`config.mk`:
```
export PLATFORM = sky130hd
export DESIGN_NAME = rf_wb_arbiter
export DESIGN_NICKNAME = d
export VERILOG_FILES = /design/src/rtl/rf_wb_arbiter.sv
export SDC_FILE = /design/constraint.sdc
export NUM_CORES = 1
export LEC_CHECK = 0
export CORE_ASPECT_RATIO = 1.25
export CORE_UTILIZATION = 30
export CTS_BUF_LIST = sky130_fd_sc_hd__clkbuf_8
export DETAILED_ROUTE_END_ITERATION = 10
export HOLD_SLACK_MARGIN = 0.1
export PLACE_DENSITY = 0.7
export SLEW_MARGIN = 10
export SYNTH_ARGS = -nofsm -noshare
export SYNTH_HDL_FRONTEND = slang
export SYNTH_SLANG_ARGS = --single-unit
```
`constraint.sdc`:
```
create_clock -name clk -period 6.7 [get_ports clk]
set_input_delay 1.005 -clock clk [delete_from_list [all_inputs] [get_ports clk]]
set_output_delay 1.005 -clock clk [all_outputs]
set_load 0.02 [all_outputs]
```
`src/rtl/rf_wb_arbiter.sv`:
```
// rf_wb_arbiter: round-robin share of the register-file write port between writeback sources
module rf_wb_arbiter #(
  parameter int N_REQ = 3,
  parameter int XLEN  = 32,
  parameter int AW    = 5
) (
  input  logic                    clk,
  input  logic                    rst_n,
  input  logic [N_REQ-1:0]        req_valid,
  output logic [N_REQ-1:0]        req_ready,
  input  logic [N_REQ*AW-1:0]     req_rd,
  input  logic [N_REQ*XLEN-1:0]   req_data,
  input  logic                    wb_hold,
  output logic                    rf_we,
  output logic [AW-1:0]           rf_rd,
  output logic [XLEN-1:0]         rf_wdata,
  output logic [2:0]              grant_id,
  output logic                    wb_busy
);
  logic [N_REQ-1:0] real_v;
  logic             active, gnt_found;
  logic [2:0]       gnt_idx;
  logic [2:0]       rr_ptr_q, rr_ptr_d;
  logic             rf_we_q, rf_we_d;
  logic [AW-1:0]    rf_rd_q, rf_rd_d;
  logic [XLEN-1:0]  rf_wdata_q, rf_wdata_d;
  logic [2:0]       grant_id_q, grant_id_d;
  always_comb begin
    active = rst_n & ~wb_hold;
    for (int i = 0; i < N_REQ; i++) real_v[i] = req_valid[i] & (req_rd[i*AW +: AW] != '0);
    gnt_found = 1'b0;
    gnt_idx   = '0;
    // first real request found walking forward from rr_ptr wins the port
    for (int k = 0; k < N_REQ; k++)
      if (!gnt_found && real_v[(int'(rr_ptr_q) + k) % N_REQ]) begin
        gnt_found = 1'b1;
        gnt_idx   = 3'((int'(rr_ptr_q) + k) % N_REQ);
      end
    // zero-rd requests need no port, so they complete alongside any grant
    for (int i = 0; i < N_REQ; i++)
      req_ready[i] = active & req_valid[i] & (~real_v[i] | (gnt_found & (gnt_idx == 3'(i))));
    rf_we_d    = active & gnt_found;
    rr_ptr_d   = rf_we_d ? ((gnt_idx == 3'(N_REQ-1)) ? 3'd0 : gnt_idx + 3'd1) : rr_ptr_q;
    rf_rd_d    = rf_we_d ? req_rd[gnt_idx*AW +: AW] : rf_rd_q;
    rf_wdata_d = rf_we_d ? req_data[gnt_idx*XLEN +: XLEN] : rf_wdata_q;
    grant_id_d = rf_we_d ? gnt_idx : grant_id_q;
  end
  always_ff @(posedge clk) begin
    if (!rst_n) begin
      rr_ptr_q   <= '0;
      rf_we_q    <= 1'b0;
      rf_rd_q    <= '0;
      rf_wdata_q <= '0;
      grant_id_q <= '0;
    end else begin
      rr_ptr_q   <= rr_ptr_d;
      rf_we_q    <= rf_we_d;
      rf_rd_q    <= rf_rd_d;
      rf_wdata_q <= rf_wdata_d;
      grant_id_q <= grant_id_d;
    end
  end
  assign rf_we    = rf_we_q;
  assign rf_rd    = rf_rd_q;
  assign rf_wdata = rf_wdata_q;
  assign grant_id = grant_id_q;
  assign wb_busy  = |req_valid;
endmodule
```
## After elaboration in Yosys (flattened, before gate mapping)

Index checks and enable logic that the tools add are counted.
W data, S select, Z words.

- $add $sub $neg: 3
- Multiply operators: 1
- Divide/modulo/power cells: 3
- Magnitude comparators: 3
- Equal/unequal tests: 2
- Shift operators: 2
- Multiplexer cells: 16
- Bitwise gates (word level): 21
- Reduce and logical (&&, ||, !) cells: 9

Operator list:

| kind | number |
|---|---|
| $lt A32 B4 Y1 const B | 3 |
| $shiftx A96 B9 Y32 | 1 |
| $mod A32 B3 Y32 const B | 2 |
| $mod A4 B3 Y32 const B | 1 |
| $reduce_bool A5 Y1 | 3 |
| $shiftx A15 B7 Y5 | 1 |
| $and A1 B1 Y1 | 14 |
| $mux W3 | 4 |
| $mux W1 | 9 |
| $bmux W1 S2 | 3 |
| $mul A3 B3 Y6 const B | 1 |
| $add A3 B1 Y4 const B | 1 |
| $add A3 B2 Y4 const B | 1 |
| $not A1 Y1 | 4 |
| $add A3 B1 Y3 const B | 1 |
| $eq A3 B1 Y1 const B | 1 |
| $eq A3 B2 Y1 const B | 1 |
| $logic_not A3 Y1 | 1 |
| $or A1 B1 Y1 | 3 |
| $reduce_or A3 Y1 | 1 |
| $logic_and A1 B1 Y1 | 2 |
| $logic_not A1 Y1 | 2 |

- Flip-flop bits (word level): 44
- Output and inout bits: 45

## Depth between registers and ports, before layout

Gate-level depths: netlist of the first run.

- Word-level depth: 16
- Mapped depth: 21

## Worst setup path after synthesis of the first run

No wires, ideal clock.

- Kind: reg2out
- Start: reg rr_ptr_q[1]
- End: out req_ready[1]
- Arrival time: 4.626 ns
- Path slack: 1.069 ns
- Stages on the path, launching flop included: 17
- Cells stage by stage: dfxtp_1 -> clkbuf_1 -> inv_1 -> ha_1 -> ha_1 -> ha_1 -> and2_1 -> a2111oi_4 -> ha_1 -> o311ai_0 -> nor2_1 -> a31o_4 -> a221o_1 -> a31oi_1 -> buf_2 -> nand3b_1 -> a21oi_1

- Longest elaborated chain between the ends: 15

RTL lines:

| item | RTL line | source |
|---|---|---|
| from (decl) | 23 | `logic [2:0] rr_ptr_q, rr_ptr_d;` |
| from (signal assigned) | 56 | `rr_ptr_q <= rr_ptr_d;` |
| branches (longest 12 deep; another with $mod A32 B3 Y32) | - |  |
| $and A1 B1 Y1 * | 41 | `req_ready[i] = active & req_valid[i] & (~real_v[i] \| (gnt_found & (gnt_idx == 3'(i))));` |
| $or A1 B1 Y1 * | 41 |  |
| $and A1 B1 Y1 * | 41 |  |
| to (decl) | 10 | `output logic [N_REQ-1:0] req_ready,` |

Mark *: on every way between the ends. The select of a mux whose other input is x is not followed.

## Final worst setup path of the first run

- Start: reg rr_ptr_q[1]
- End: out req_ready[0]

- Longest elaborated chain between the ends: 15

RTL lines:

| item | RTL line |
|---|---|
| branches (longest 12 deep; another with $mod A32 B3 Y32) | - |
| $and A1 B1 Y1 * | 41 |
| $or A1 B1 Y1 * | 41 |
| $and A1 B1 Y1 * | 41 |

Marked as above.

==> results of run 1 <==
## stage by stage
| step | setup slack [ps] | area, um2 | power [mW] | util, % |
|---|---|---|---|---|
| 2_1_floorplan | 1069 | 3490 | 2.555 | - |
| 3_3_place_gp | 481.9 | 5218 | 3.231 | 46.62 |
| 3_5_place_dp | 403.5 | 5218 | 3.269 | 46.62 |
| 4_1_cts | 38.15 | 5344 | 3.500 | 47.75 |
| 5_1_grt | 1.362 | 5365 | 3.786 | 47.94 |
| 6_report | 344.6 | 5365 | 3.492 | 47.94 |
## registers in the layout, indices dropped and copies added, names as in the netlist
name	flops
rf_rd	5
grant_id	3
rf_we	1
rr_ptr_q	3
rf_wdata	32
## timing repair
action,in CTS,in global routing
buffers inserted,0,0
setup endpoints to repair,0,3
gates resized for setup,0,7
## final timing paths
check                             startpoint            to  cells after the start
worst max-delay path             rr_ptr_q[1]  req_ready[0]                     17
worst min-delay path            rf_wdata[24]  rf_wdata[24]                      1
worst max register to register   rr_ptr_q[1]  rf_wdata[11]                     17
worst min register to register  rf_wdata[24]  rf_wdata[24]                      1
## per-layer routing
layer	vias up	GRT usage, %	routed length [um]
li1	1873	-	-
met1	1849	21.39	4730
met2	111	37.32	6291
met3	15	3.246	586
met4	0	6.623	218
met5	-	0	0
## placed cells by master, fill, tap and decap left out, drive strengths merged, types with 3 or more instances in the layout
cell type | Yosys | final
o21ai | 47 | 47
clkbuf | 21 | 7
or3 | 3 | 3
a32o | 36 | 36
xnor2 | 5 | 5
and3 | 3 | 3
or2 | 5 | 5
a2111oi | 3 | 3
ha | 16 | 16
nor2 | 15 | 15
or4 | 3 | 3
o21a | 5 | 5
dfxtp | 44 | 44
and2 | 3 | 3
nand2b | 4 | 4
o211ai | 37 | 37
a21o | 3 | 3
a21oi | 11 | 11
a211oi | 4 | 4
inv | 46 | 46
nand2 | 51 | 51
buf | 12 | 9
a31oi | 3 | 3
clkdlybuf4s50 | 0 | 161
nor3 | 5 | 5
## logic make-up after synthesis
logic type,Yosys count
AO/OA/AOI/OAI,174
adder cells (fa/ha/maj),16
XOR/XNOR,5
buffers and inverters,79
AND/OR/NAND/NOR,104
multiplexers,4
flip-flops,44
## critical path: cells and delay by family, from the launching register on
| family | cells | cell delay, ps |
|---|---|---|
| compound gates | 5 | 1020 |
| flops | 1 | 370 |
| xor+xnor | 1 | 440 |
| buf+inv | 1 | 590 |
| fa+ha+maj | 4 | 1100 |
| simple gates | 6 | 1530 |
## power by group through the flow
stage | Combinational [mW] | Sequential (mW) | Clock (mW)
finish | 2.88 | 0.384 | 0.224
global route | 3.15 | 0.394 | 0.240
CTS | 2.89 | 0.384 | 0.229
detailed placement | 2.88 | 0.390 | 0
global placement | 2.85 | 0.385 | 0
floorplan | 2.10 | 0.456 | 0
## area by class of cell
| class | count | area, um2 |
|---|---|---|
| Fill cell | 1096 | 5826 |
| Multi-Input combinational cell | 303 | 2332 |
| Timing Repair Buffer | 170 | 1683 |
| Sequential cell | 44 | 882.1 |
| Inverter | 46 | 172.7 |
| Tap cell | 135 | 168.9 |
| Clock buffer | 7 | 96.34 |
| Clock inverter | 1 | 30.03 |
==> qor.yml, run 1 <==
grt_use_total_pct: 19.38
path_max_fanout: 12
via_count: 3848
cts_hold_buf: 0
synth-edff-count: 0
drive_gt1_share_pct: 11.91
report.final.slew_viol_count: 0
antenna_cells: 0
grt-ovfl-total: 0
cts_buffers: 5
setup_viol: 0
maxSlewHeadroom_pct: 37.46
dp.cells: 698
comb_power_share_pct: 82.6
fmax_mhz: 157.3
power_density_nw_per_um2: 650.9
cts_buffer_depth: 2
syn_nets: 559
drc_errors: 1
intPower_mw: 1.656
ant_nets: 0
finalCritPeriodShare_pct: 94.86
yosysTopAreaCellShare_pct: 25.24
port_buffers: 161
synth_top_family_by_area: "compound AO/OA/AOI/OAI gates"
synth-compound-area-share_pct: 42.17
dieHeight_um: 122.6
yosysSeqAreaShare_pct: 25.24
wl_per_cell_um: 16.75
io_pins: 162
clkLatencyLatePin_ps: 300
synth_fa_ha_area_share_pct: 5.737
synth_xor_area_share_pct: 1.255
start_kind: "register"
r2r_slack_ps: 1730
syn_inst: 426
pwr-share-clk_pct: 6.4
hold_ws_ps: 468.3
clock-sinks: 44
die_w_um: 98.47
p_seq_share_pct: 11.0
period_needed_ps: 6355
slowest_delay_ps: 590
grt_pass1_vias: 3725
grt_max_degree: 47
synth_top_area_cell: "dfxtp_1"
switchingPower_mw: 1.837
critical_path_class: "reg -> out"
synthMostInstantiatedCell: "nand2_1"
syn_area_um2: 3490
routed_wirelength_um: 11830
finalSetupTns_ps: 0
avgViaCountPerCell: 5.450
start_util_pct: 31.18
final.setup_skew_ps: 3.945
layout.nets: 703
area_growth_pct: 53.75
path_cells: "ha_1 > xnor2_2 > nor2_1 > ha_1 > ha_1 > and2_1 > a2111oi_4 > ha_1 > or2_2 > o32a_1 > a2111oi_0 > nor3_1 > a2bb2oi_4 > or3_2 > nor3b_2 > o211a_1 > clkdlybuf4s50_1"
cpMostUsedCell: "ha_1"
ys_types: 65
h-tree-depth: 2
dieArea_um2: 12070
worst_pin_slew_ps: 935.9
firstDrtPassIters: 10
critPathSlowestCell: "clkdlybuf4s50_1"
outcome: "complete, but fails checks"
required_ps: 5690
hold_viol: 0
yosys.area_share.simple_pct: 14.74
drt_iter0_drc: 188
layoutNonFillerInstCount: 706
clkTransAtPathRegs_ps: 90
synth-async-reset-ratio_pct: 0
core_um2: 11190
drv_cap: 0
gp_congestion: 0.8587
peakVddDrop_uv: 749.8
synth_common_cells: "nand2_1 (51), o21ai_0 (47), inv_1 (45)"
ys_warn_count: 0
cts_root_buffer: "clkbuf_8"
crit_path_end_kind: "output port"
syn_avg_cell_area_um2: 8.192
yosys-top-cells-area: "dfxtp_1 (25%), o211ai_2 (10%), a32o_1 (10%)"
ys.flop_type: "dfxtp_1"
dp_hpwl_um: 8862
arrival_ps: 5350
antenna_found_initial: 0
switching_share_pct: 52.59
p_leak_nw: 2.055
grt_pass1_wl_um: 18610
cts_tree: "done"
synth_mux_area_share_pct: 1.327
yosys_register_bits: 44
hold_class: "reg -> reg"
violations: "DRC"
rows: 43
rsz0062_at_grt: "false"
No activity file was read; power rests on OpenSTA's default activity.
==> inputs of run 2 (changes only) <==
--- a/config.mk
+++ b/config.mk
@@ -6,6 +6,7 @@
 export NUM_CORES = 1
 export LEC_CHECK = 0
 export CORE_ASPECT_RATIO = 1.25
+export CORE_MARGIN = 2
 export CORE_UTILIZATION = 30
 export CTS_BUF_LIST = sky130_fd_sc_hd__clkbuf_8
 export DETAILED_ROUTE_END_ITERATION = 10
==> qor.yml, run 2 (same netlist as run 1, synthesis figures left out) <==
outcome: "finished clean"
start_kind: "register"
rows: 44
cts_tree: "done"
start_util_pct: 30.33
final_cell_mix: "clkdlybuf4s50_1 (161), nand2_1 (51), o21ai_0 (47)"
layout.nets: 704
utilization_pct: 46.99
via_count: 3899
slowest_delay_ps: 600
critPathSlowestCell: "clkdlybuf4s50_1"
grt_pass1_wl_um: 19020
area_growth_pct: 54.93
peakVddDrop_uv: 462.0
antenna_found_initial: 0
hold_class: "reg -> reg"
path_cells: "ha_1 > and2_2 > nor2_1 > ha_1 > ha_1 > and2_1 > a2111oi_4 > ha_1 > inv_1 > o2111ai_1 > o311ai_1 > nor2_1 > a31o_4 > mux2i_4 > or3_2 > nor3b_2 > o211a_1 > clkdlybuf4s50_1"
h-tree-depth: 2
io_pins: 162
cts_buffer_depth: 2
fmax_mhz: 156.3
maxSlewHeadroom_pct: 34.27
period_needed_ps: 6398
critical_path_class: "reg -> out"
cts_setup_buffers: 0
firstDrtPassIters: 4
grt_max_degree: 47
finalCritPeriodShare_pct: 95.50
hold_viol: 0
core_um2: 11510
grt-ovfl-total: 0
worst_pin_slew_ps: 983.7
cpMostUsedCell: "ha_1"
drc_errors: 0
largest_reg_flops: 32
routed_wirelength_um: 12060
dp_hpwl_um: 9054
clkTransAtPathRegs_ps: 80
arrival_ps: 5390
finalSetupTns_ps: 0
ant_nets: 0
final.setup_skew_ps: 7.910
power_density_nw_per_um2: 660.2
path_max_fanout: 12
dieArea_um2: 12520
wl_per_cell_um: 16.99
dieHeight_um: 124.6
avgViaCountPerCell: 5.492
cts_resized: 0
drt_iter0_drc: 240
p_leak_nw: 2.076
grt_pass1_vias: 3942
grt_use_total_pct: 18.91
power_mw: 3.570
crit_path_end_kind: "output port"
drive_gt1_share_pct: 11.89
mostFrequentLayoutCell: "clkdlybuf4s50_1"
required_ps: 5690
cts_buffers: 5
antenna_cells: 0
gp_congestion: 0.8153
clkLatencyLatePin_ps: 310
layout_setup_ws_ps: 301.5
port_buffers: 161
report.final.slew_viol_count: 0
setup_viol: 0
cts_root_buffer: "clkbuf_8"
cts_hold_buf: 0
die_w_um: 100.5
clock-sinks: 44
pre_cts_slack_ps: 391.8
drv_cap: 0
## run 2: changes by cell type in the layout (fill, tap and decap cells not counted), sizes merged
cell / delta
bufinv: +2
clkbuf: -2
buf: +1
## run 2: path summary, 6_finish.rpt
check               startpoint      endpoint  slack [ps]  cells past startpoint
setup / recovery   rr_ptr_q[2]  req_ready[0]         300                     18
hold / removal    rf_wdata[10]  rf_wdata[10]         470                      1
setup reg to reg   rr_ptr_q[2]  rf_wdata[10]        1690                     18
hold reg to reg   rf_wdata[10]  rf_wdata[10]         470                      1
## run 2: worst max-delay path, delay by kind of cell, from the launching register on
kind	cells	cell delay [ps]
AOI/OAI and AO/OA	5	1100
adders and majority gates	4	1240
buffers and inverters	2	740
DFF	1	450
muxes	1	190
and+or+nand+nor	6	1360
## run 2: per-layer routing
metal | global-route usage, % | vias up | routed length (um)
li1 | - | 1874 | -
met5 | 0 | - | 0
met1 | 19.33 | 1873 | 4438
met4 | 6.849 | 0 | 309
met3 | 4.602 | 20 | 768
met2 | 36.16 | 132 | 6547
## run 2: power by group
| group | switching, mW | total, mW | leakage [nW] | internal (mW) |
|---|---|---|---|---|
| Sequential | 0.0401 | 0.381 | 0.361 | 0.341 |
| Combinational | 1.71 | 2.90 | 1.64 | 1.20 |
| Clock | 0.0972 | 0.284 | 0.0784 | 0.186 |
## run 2: area by class of cell
| class | count | area [um2] |
|---|---|---|
| multi-input cells | 303 | 2330 |
| repair buffers | 171 | 1690 |
| clock buffers | 5 | 68.82 |
| fillers | 1105 | 6100 |
| inverters | 46 | 172.7 |
| flip-flops and latches | 44 | 882.1 |
| clock inverters | 3 | 90.09 |
| well taps | 138 | 172.7 |
## run 2: through the flow
stage,hold WS [ps],std cells,cell area (um2)
floorplan,531.0,426,3490
global placement,448.5,702,5229
detailed placement,452.5,702,5229
CTS,473.2,710,5388
global route,485.7,710,5406
finish,469.5,710,5406
==> inputs of run 3 (changes only) <==
--- a/config.mk
+++ b/config.mk
@@ -11,7 +11,7 @@
 export CTS_BUF_LIST = sky130_fd_sc_hd__clkbuf_8
 export DETAILED_ROUTE_END_ITERATION = 10
 export HOLD_SLACK_MARGIN = 0.1
-export PLACE_DENSITY = 0.7
+export PLACE_DENSITY_LB_ADDON = 0.08
 export SLEW_MARGIN = 10
 export SYNTH_ARGS = -nofsm -noshare
 export SYNTH_HDL_FRONTEND = slang
==> qor.yml, run 3 (same netlist as run 1, synthesis figures left out) <==
hold_class: "reg -> reg"
clkTransAtPathRegs_ps: 80
peakVddDrop_uv: 413.3
power_density_nw_per_um2: 643.9
antenna_cells: 0
setup_viol: 0
p_seq_share_pct: 11.2
path_buf_inv: 1
maxSlewHeadroom_pct: 39.71
outcome: "finished clean"
io_pins: 162
grt-ovfl-total: 0
crit_family: "simple AND/OR/NAND/NOR gates"
ant_nets: 0
dieHeight_um: 124.6
drt_iter0_drc: 179
cpMostUsedCell: "ha_1"
cts_tree: "done"
critical_path_class: "reg -> out"
cts_buffer_depth: 2
pwr-share-clk_pct: 5.9
grt_pass1_wl_um: 19770
clock-sinks: 44
gp_congestion: 0.9302
grt_pass1_vias: 3927
drive_gt1_share_pct: 11.56
via_count: 3808
h-tree-depth: 2
worst_pin_slew_ps: 902.2
fillers: 1129
largest_reg_flops: 32
cts_root_buffer: "clkbuf_8"
start_util_pct: 30.33
clkLatencyLatePin_ps: 300
antenna_found_initial: 0
routed_wirelength_um: 11940
grt_max_degree: 42
critPathSlowestCell: "clkdlybuf4s50_1"
required_ps: 5690
final.setup_skew_ps: 4.247
switchingPower_mw: 1.823
power_mw: 3.442
grt_use_total_pct: 19.60
finalCritPeriodShare_pct: 94.29
port_buffers: 161
final_cell_mix: "clkdlybuf4s50_1 (161), nand2_1 (51), o21ai_0 (47)"
core_um2: 11510
seq_area_um2: 882.1
cts_buffers: 5
rows: 44
area_growth_pct: 53.17
finalSetupTns_ps: 0
multi_input_area_um2: 2327
intPower_mw: 1.619
switching_share_pct: 52.96
drv_cap: 0
comb_power_share_pct: 82.9
fmax_mhz: 158.3
report.final.slew_viol_count: 0
rsz0062_at_grt: "false"
firstDrtPassIters: 4
cts_hold_buf: 0
dieArea_um2: 12520
drc_errors: 0
mostFrequentLayoutCell: "clkdlybuf4s50_1"
period_needed_ps: 6318
arrival_ps: 5310
slowest_delay_ps: 590
cts_resized: 0
cts_setup_buffers: 0
crit_path_end_kind: "output port"
path_cells: "ha_2 > and2_2 > nor2_1 > ha_1 > ha_1 > a211oi_1 > a2111oi_4 > ha_1 > or2_2 > o32ai_2 > o22ai_1 > nor3_1 > a2bb2oi_4 > or3_2 > nor3b_2 > o211a_1 > clkdlybuf4s50_1"
die_w_um: 100.5
hold_viol: 0
start_kind: "register"
wl_per_cell_um: 16.84
utilization_pct: 46.46
hold_ws_ps: 468.7
avgViaCountPerCell: 5.371
path_max_fanout: 12
dp_hpwl_um: 9068
p_leak_nw: 2.048
layout.nets: 703
==> run 3: layout make-up <==
type / count / area share [%]
Inverter: 46 / 3.230
Sequential cell: 44 / 16.50
Clock buffer: 5 / 1.287
Timing Repair Buffer: 170 / 31.48
Tap cell: 138 / 3.230
Clock inverter: 3 / 0.7257
Multi-Input combinational cell: 303 / 43.54
==> run 3: routing by layer <==
| layer | global-route usage (%) | wire length, um | up-vias |
|---|---|---|---|
| li1 | - | - | 1877 |
| met1 | 22.76 | 4983 | 1800 |
| met2 | 35.22 | 6033 | 113 |
| met3 | 4.321 | 681 | 18 |
| met4 | 5.963 | 244 | 0 |
| met5 | 0 | 0 | - |
==> run 3: final timing paths <==
kind	startpoint	endpoint	slack (ps)	cells after the start
worst max register to register	rr_ptr_q[2]	rf_wdata[12]	1800	17
worst min-delay path	rf_wdata[6]	rf_wdata[6]	470	1
worst max-delay path	rr_ptr_q[2]	req_ready[0]	380	17
worst min register to register	rf_wdata[6]	rf_wdata[6]	470	1
==> run 3: per-stage QoR <==
stage	setup WS (ps)	std cells	cell area, um2
3_5_place_dp	384.8	701	5221
6_report	382.5	709	5345
3_3_place_gp	579.2	701	5221
2_1_floorplan	1069	426	3490
5_1_grt	24.63	709	5345
4_1_cts	24.46	709	5329
==> run 3: power by group through the flow <==
stage / clock [mW] / sequential, mW / combinational, mW
global route: 0.223 / 0.396 / 3.16
CTS: 0.213 / 0.385 / 2.89
detailed placement: 0 / 0.389 / 2.88
finish: 0.203 / 0.385 / 2.85
floorplan: 0 / 0.456 / 2.10
global placement: 0 / 0.387 / 2.86
